[config.mk]
export PLATFORM = sky130hd
export DESIGN_NAME = div_issue_stage
export DESIGN_NICKNAME = d
export VERILOG_FILES = /design/src/rtl/div_issue_stage.sv
export SDC_FILE = /design/constraint.sdc
export NUM_CORES = 1
export LEC_CHECK = 0
export ABC_AREA = 1
export CAP_MARGIN = 10
export CORE_AREA = 5 5 88 90
export CTS_BUF_LIST = sky130_fd_sc_hd__clkbuf_4
export CTS_CLUSTER_DIAMETER = 150
export CTS_CLUSTER_SIZE = 30
export DETAILED_ROUTE_END_ITERATION = 6
export DIE_AREA = 0 0 93 95
export PLACE_DENSITY = 0.67
export SYNTH_ARGS = -nofsm -noshare
export SYNTH_HDL_FRONTEND = slang
export SYNTH_SLANG_ARGS = --single-unit
[constraint.sdc]
create_clock -name clk -period 4.55 [get_ports clk]
set_clock_uncertainty 0.05 [all_clocks]
set_input_delay 0.91 -clock clk [delete_from_list [all_inputs] [get_ports clk]]
set_output_delay 0.91 -clock clk [all_outputs]
set_load 0.02 [all_outputs]
[src/rtl/div_issue_stage.sv]
// Issue/retire stage for the combinational integer divider. It queues operand pairs,
// drives one pair at a time into the divider and registers the result with divide-by-zero interception.
module div_issue_stage #(
    parameter int WIDTH = 4,
    parameter int DEPTH = 4
) (
    input  logic             clk,
    input  logic             rst_n,
    input  logic             in_valid,
    output logic             in_ready,
    input  logic [WIDTH-1:0] in_a,
    input  logic [WIDTH-1:0] in_b,
    output logic [WIDTH-1:0] div_a,
    output logic [WIDTH-1:0] div_b,
    input  logic [WIDTH-1:0] div_q,
    input  logic [WIDTH-1:0] div_r,
    output logic             out_valid,
    input  logic             out_ready,
    output logic [WIDTH-1:0] out_q,
    output logic [WIDTH-1:0] out_r,
    output logic             out_dbz,
    output logic [7:0]       dbz_count
);
    localparam int AW = $clog2(DEPTH);
    localparam logic [AW:0] FULL_CNT = (AW+1)'(DEPTH);

    typedef enum logic [1:0] {IDLE, EVAL, HOLD} state_t;

    // Valid/ready: a transfer happens on a rising edge where valid and ready are both 1;
    // valid and its payload stay stable until that edge, and ready never depends on valid.

    state_t           state_q, state_d;
    logic [AW-1:0]    wr_ptr_q, wr_ptr_d;
    logic [AW-1:0]    rd_ptr_q, rd_ptr_d;
    logic [AW:0]      count_q, count_d;
    logic [WIDTH-1:0] mem_a_q [DEPTH];
    logic [WIDTH-1:0] mem_b_q [DEPTH];
    logic [WIDTH-1:0] div_a_q, div_a_d;
    logic [WIDTH-1:0] div_b_q, div_b_d;
    logic [WIDTH-1:0] out_q_q, out_q_d;
    logic [WIDTH-1:0] out_r_q, out_r_d;
    logic             out_valid_q, out_valid_d;
    logic             out_dbz_q, out_dbz_d;
    logic [7:0]       dbz_count_q, dbz_count_d;
    logic             push, pop, empty;

    // Ready comes from the registered count only, so a same-cycle pop never frees a slot early.
    assign in_ready = (count_q != FULL_CNT);
    assign empty    = (count_q == '0);
    assign push     = in_valid && in_ready;

    always_comb begin
        state_d     = state_q;
        pop         = 1'b0;
        div_a_d     = div_a_q;
        div_b_d     = div_b_q;
        out_q_d     = out_q_q;
        out_r_d     = out_r_q;
        out_valid_d = out_valid_q;
        out_dbz_d   = out_dbz_q;
        dbz_count_d = dbz_count_q;
        case (state_q)
            IDLE: begin
                if (!empty) begin
                    pop     = 1'b1;
                    div_a_d = mem_a_q[rd_ptr_q];
                    div_b_d = mem_b_q[rd_ptr_q];
                    state_d = EVAL;
                end
            end
            EVAL: begin
                if (div_b_q != '0) begin
                    out_q_d   = div_q;
                    out_r_d   = div_r;
                    out_dbz_d = 1'b0;
                end else begin
                    out_q_d   = '1;
                    out_r_d   = div_a_q;
                    out_dbz_d = 1'b1;
                    if (dbz_count_q != 8'hFF) dbz_count_d = dbz_count_q + 8'd1;
                end
                out_valid_d = 1'b1;
                state_d     = HOLD;
            end
            HOLD: begin
                if (out_ready) begin
                    out_valid_d = 1'b0;
                    if (!empty) begin
                        pop     = 1'b1;
                        div_a_d = mem_a_q[rd_ptr_q];
                        div_b_d = mem_b_q[rd_ptr_q];
                        state_d = EVAL;
                    end else begin
                        state_d = IDLE;
                    end
                end
            end
            default: state_d = IDLE;
        endcase
    end

    always_comb begin
        wr_ptr_d = push ? wr_ptr_q + AW'(1) : wr_ptr_q;
        rd_ptr_d = pop  ? rd_ptr_q + AW'(1) : rd_ptr_q;
        count_d  = count_q;
        case ({push, pop})
            2'b10:   count_d = count_q + (AW+1)'(1);
            2'b01:   count_d = count_q - (AW+1)'(1);
            default: count_d = count_q;
        endcase
    end

    always_ff @(posedge clk) begin
        if (push) begin
            mem_a_q[wr_ptr_q] <= in_a;
            mem_b_q[wr_ptr_q] <= in_b;
        end
    end

    always_ff @(posedge clk or negedge rst_n) begin
        if (!rst_n) begin
            state_q     <= IDLE;
            wr_ptr_q    <= '0;
            rd_ptr_q    <= '0;
            count_q     <= '0;
            div_a_q     <= '0;
            div_b_q     <= '0;
            out_q_q     <= '0;
            out_r_q     <= '0;
            out_valid_q <= 1'b0;
            out_dbz_q   <= 1'b0;
            dbz_count_q <= '0;
        end else begin
            state_q     <= state_d;
            wr_ptr_q    <= wr_ptr_d;
            rd_ptr_q    <= rd_ptr_d;
            count_q     <= count_d;
            div_a_q     <= div_a_d;
            div_b_q     <= div_b_d;
            out_q_q     <= out_q_d;
            out_r_q     <= out_r_d;
            out_valid_q <= out_valid_d;
            out_dbz_q   <= out_dbz_d;
            dbz_count_q <= dbz_count_d;
        end
    end

    assign div_a     = div_a_q;
    assign div_b     = div_b_q;
    assign out_q     = out_q_q;
    assign out_r     = out_r_q;
    assign out_valid = out_valid_q;
    assign out_dbz   = out_dbz_q;
    assign dbz_count = dbz_count_q;
endmodule
## After elaboration in Yosys (flattened, before gate mapping)

Memory sizes are Yosys's and may differ from the RTL's.
Cells that the tools add are included.

| operators by class | value |
|---|---|
| add/sub/neg operators | 5 |
| bitwise gates (word level) | 1 |
| eq/ne operators | 8 |
| mux-type cells | 21 |
| reduce and logical (&&, ||, !) cells | 11 |

Operators by type and width:

| kind | number |
|---|---|
| $mux 4 | 6 |
| $pmux 4 s2 | 2 |
| $add 8x1->8 const B | 1 |
| $ne 8x8->1 const B | 1 |
| $mux 1 | 7 |
| $pmux 2 s3 | 1 |
| $pmux 3 s2 | 1 |
| $reduce_and 2->1 | 3 |
| $reduce_bool 2->1 | 3 |
| $add 2x1->2 const B | 2 |
| $eq 2x1->1 const B | 2 |
| $eq 2x2->1 const B | 2 |
| $mux 2 | 2 |
| $ne 2x2->1 const B | 2 |
| $pmux 1 s2 | 2 |
| $reduce_bool 4->1 | 1 |
| $add 3x1->3 const B | 1 |
| $logic_not 3->1 | 1 |
| $ne 3x3->1 const B | 1 |
| $reduce_and 3->1 | 1 |
| $sub 3x1->3 const B | 1 |
| $logic_not 2->1 | 1 |
| $logic_and 1x1->1 | 1 |
| $not 1->1 | 1 |

| word-level totals | value |
|---|---|
| bits in registers | 35 |
| memories kept | 2 |
| output and inout port bits | 27 |
| memory bits (writable) | 32 |
| bits of input ports | 20 |
| word-level logic and storage cells | 59 |

Memories:

| memory | depth | bits a word | rd ports | clocked after memory_dff | write ports | RTL line | source |
|---|---|---|---|---|---|---|---|
| mem_a_q | 4 | 4 | 1 | 0 | 1 | 36 | `logic [WIDTH-1:0] mem_a_q [DEPTH];` |
| mem_b_q | 4 | 4 | 1 | 0 | 1 | 37 | `logic [WIDTH-1:0] mem_b_q [DEPTH];` |

## Depth between registers and ports, before layout

| depth | value |
|---|---|
| word-level depth | 6 |
| mapped depth | 10 |
| gate-level depth less buffers | 10 |

## Worst setup path after synthesis

No wires, ideal clock.

| timing path | value |
|---|---|
| kind | input-to-reg |
| from | in out_ready |
| to | reg count_q[2] |
| required time | 4421 ps |
| slack | 2091 ps |
| buffers on the path | 0 |
| library setup time | 79 ps |
| arrival time | 2329 ps |
| cell stages on the path | 10 |
| path through | inv_1 -> a21oi_2 -> nand2_2 -> inv_2 -> ha_1 -> inv_1 -> fa_1 -> or2_2 -> nand2_1 -> xor2_1 |

| between the ends | value |
|---|---|
| cells in the longest elaborated chain, start to end | 4 |
| elaborated cells between the ends (all ways) | 6 |
| those cells by class | 2 x eq/ne; 3 x mux; 1 x reduce/logical |

Ends and longest elaborated chain:

| what | RTL line | source |
|---|---|---|
| start: declaration | 18 | `input logic out_ready,` |
| $mux 1 (*) | 86 | `if (out_ready) begin` |
| $pmux 1 s2 (*) | 62 | `case (state_q)` |
| via pop | 45 | `logic push, pop, empty;` |
| $eq 2x1->1 / $eq 2x2->1 (equally long branches) | 106 | `case ({push, pop})` |
| $pmux 3 s2 / $reduce_bool 2->1 (equally long branches) | -- |  |
| end signal: assignment | 137 | `count_q <= count_d;` |
| end: declaration | 35 | `logic [AW:0] count_q, count_d;` |

Mark *: on every way through the listed nets, which the timed path passes. The rest lies on a longest branch.
A chain may end at the register's enable or synchronous reset.

## Final worst setup path

Ends and elaborated chain as after synthesis.

==> impl_metrics.ini <==
[cells_and_area]
layout_common_cells = 77 x nand2_1, 52 x nor2_1, 46 x clkdlybuf4s50_1
fin_cells = 438
area_growth_pct = 22.0
antenna_cells = 0
layout.nets = 378
drive_above_1_share_pct = 9.55
layout_commonest_cell = nand2_1

[cts]
clock_latency_ns = 0.40
hold_buffers = 0
ctsResizeCount = 0
htreeDepth = 3
clkSinkCount = 67
clockBufferDepth = 2
root_buffer = clkbuf_4
post_cts_buffers = 0
numCtsBuffers = 9
cts_tree = done
clk_pin_slew_ns = 0.11

[sta]
tightest_slew_ns = 0.747
slew_headroom_pct = 50.0
rsz0062_at_grt = no
fin_crit_ns = 2.80
setup_ws_ns = 1.75
hold_violations = 0
setup_viol = 0
setup_total_negative_slack_ns = 0
max_freq_mhz = 357
finalCritPeriodShare_pct = 61.6
whs_ns = 0.449
drv_slew = 0

[logic_synthesis]
netlist_area_um2 = 2970
ys_ff_latch = 67
ys_warn_count = 0
yosys.area_share.xor_xnor_pct = 2.06
synth_top_family_by_area = simple AND/OR/NAND/NOR gates
synth-edff-count = 32
synthArstFlopShare_pct = 52.2
muxShareOfSynthArea_pct = 0
syn_avg_cell_area_um2 = 9.93
synth-seq-area-share_pct = 61.9
syn_nets = 326
synth_compound_area_share_pct = 6.19
synth_ff_type = dfrtp_1
synthAdderAreaFrac_pct = 3.20
syn-instance-count = 299
synth-simple-area-share_pct = 21.6
synth_cell_types = 25

[critical_path]
worstSetupPathType = primary input to register
timing.rr.start = state_q[1]
crit_path_end_kind = register
crit_arrival_ns = 3.08
r2r_end = count_q[2]
cp_common_cell = inv_1
critPathBufInv = 4
start_kind = primary input
r2r_cells = 9
cpPeakStageDelay_ns = 0.48
critPathSlowestCell = clkdlybuf4s50_1
path_max_fanout = 12
path_cells = clkdlybuf4s50_1 > inv_1 > a21oi_2 > nand2_2 > inv_2 > ha_1 > inv_1 > fa_1 > or2_2 > nand2_1 > xor2_1
rrSetupSlack_ns = 2.29
cp_num_cells = 11
crit_family = buffers and inverters
cp.required_ns = 4.83

[detailed_routing]
postRouteAntennaNets = 0
routedWlPerCell_um = 12.9
drt_iter0_markers = 71
route.detailed.drc = 0
drt_pass1_iterations = 4
num_vias = 2061
routed_wl_um = 5640
vias_per_cell = 4.71

[global_routing]
grt_pass1_vias = 1920
grt_max_degree = 36
grt_pass1_wl_um = 9410
overflow = 0
antenna_found_initial = 0
grt_usage_pct = 13.8

[floorplanning]
start_util_pct = 42.5
num_io_pins = 47
die_height_um = 95
core_area_um2 = 6980
rows = 31
die_x_um = 93
dieArea_um2 = 8840

[placed_design]
numPortBuffers = 46
placed_cells = 422
dp_hpwl_um = 3960
post-place-ws_ns = 1.32
place_congestion = 0.757

[hold_path]
worst_hold_startpoint = count_q[0]
whs_path_depth = 1
hold_path_end = count_q[0]
hp-class = register to register

[flow_run]
drv_cap = 0

[power]
cell_internal_pwr_mw = 1.42
power_frac_comb_pct = 41.5
seqPwrFrac_pct = 42.1
power.density_nw_per_um2 = 651
p_total_mw = 2.36
p_clk_share_pct = 16.4
ir_drop_mv = 0.335
switching_share_pct = 39.8
power.switching_mw = 0.939
leakage_nw = 1.56

[outcome]
status = complete, no violations
-- worst max-delay path by stage --
stage / to / slack (ns) / startpoint
2_1_floorplan: count_q[2] / 2.09 / out_ready
3_3_place_gp: count_q[2] / 1.39 / out_ready
3_5_place_dp: count_q[2] / 1.32 / out_ready
4_1_cts: count_q[2] / 1.76 / out_ready
5_1_grt: count_q[2] / 1.60 / out_ready
6_report: count_q[2] / 1.75 / out_ready
-- worst reg2reg max path: stages, from the launching register on --
cell,delay (ns)
dfrtp_1,0.45
a21oi_2,0.19
nand2_2,0.17
inv_2,0.19
ha_1,0.17
inv_1,0.07
fa_1,0.38
or2_2,0.30
nand2_1,0.08
xor2_1,0.14
-- cell families after synthesis --
logic type	count (synthesis)
AO/OA/AOI/OAI	36
buffers and inverters	31
XOR/XNOR	7
adder cells (fa/ha/maj)	7
flip-flops	67
AND/OR/NAND/NOR	151
-- cell usage after synthesis, types with 2 or more instances --
master | instances | share of area [%]
inv_1 | 20 | 2.5
buf_6 | 3 | 1.1
edfxtp_1 | 32 | 32
nand3_1 | 10 | 1.7
ha_1 | 6 | 2.5
buf_4 | 2 | 0.51
o21ai_0 | 7 | 1.2
dfrtp_1 | 35 | 29
xor2_1 | 5 | 1.5
o21ai_1 | 13 | 2.2
nor2_2 | 2 | 0.42
xnor2_1 | 2 | 0.59
nand3_2 | 2 | 0.67
nand2_2 | 2 | 0.42
nor2_4 | 4 | 1.5
inv_2 | 4 | 0.51
a21oi_1 | 15 | 2.5
nor2_1 | 52 | 6.6
nand2_1 | 77 | 9.7
-- flip-flops by register name, indices dropped and copies added, names as in the netlist --
name,flops
mem_b_q,16
out_valid,1
out_q,4
count_q,3
div_a,4
out_dbz,1
div_b,4
wr_ptr_q,2
rd_ptr_q,2
out_r,4
state_q,2
mem_a_q,16
dbz_count,8
-- stage by stage --
| stage | util (%) | area, µm² |
|---|---|---|
| after global placement | 49.9 | 3490 |
| after detailed placement | 49.9 | 3490 |
| after floorplan | - | 2970 |
| after global routing | 51.9 | 3620 |
| final | 51.9 | 3620 |
| after CTS | 51.9 | 3620 |
-- power by group through the flow --
stage / combinational [mW] / sequential [mW] / clock [mW]
final: 0.980 / 0.992 / 0.387
after global placement: 0.968 / 1.00 / 0
after detailed placement: 0.990 / 1.01 / 0
after global routing: 1.10 / 1.02 / 0.424
after floorplan: 0.604 / 1.06 / 0
after CTS: 0.994 / 0.995 / 0.400
-- per-layer routing --
| layer | vias to the layer above | routed length, µm | GRT usage (%) |
|---|---|---|---|
| met1 | 937 | 2730 | 18.0 |
| met4 | 0 | 49 | 3.30 |
| met5 | - | 0 | 0 |
| li1 | 1068 | - | - |
| met3 | 6 | 373 | 5.90 |
| met2 | 50 | 2490 | 21.3 |
-- final cells by class --
cell class                 instances  area [µm²]
clock buffer                      13        97.6
clock inverter                     3        38.8
fill                             652        3360
inverter                          25        96.3
multi-input combinational        201         982
sequential                        67        1840
tap                               82         103
timing repair buffer              47         468
No activity file was read; power rests on OpenSTA's default activity.
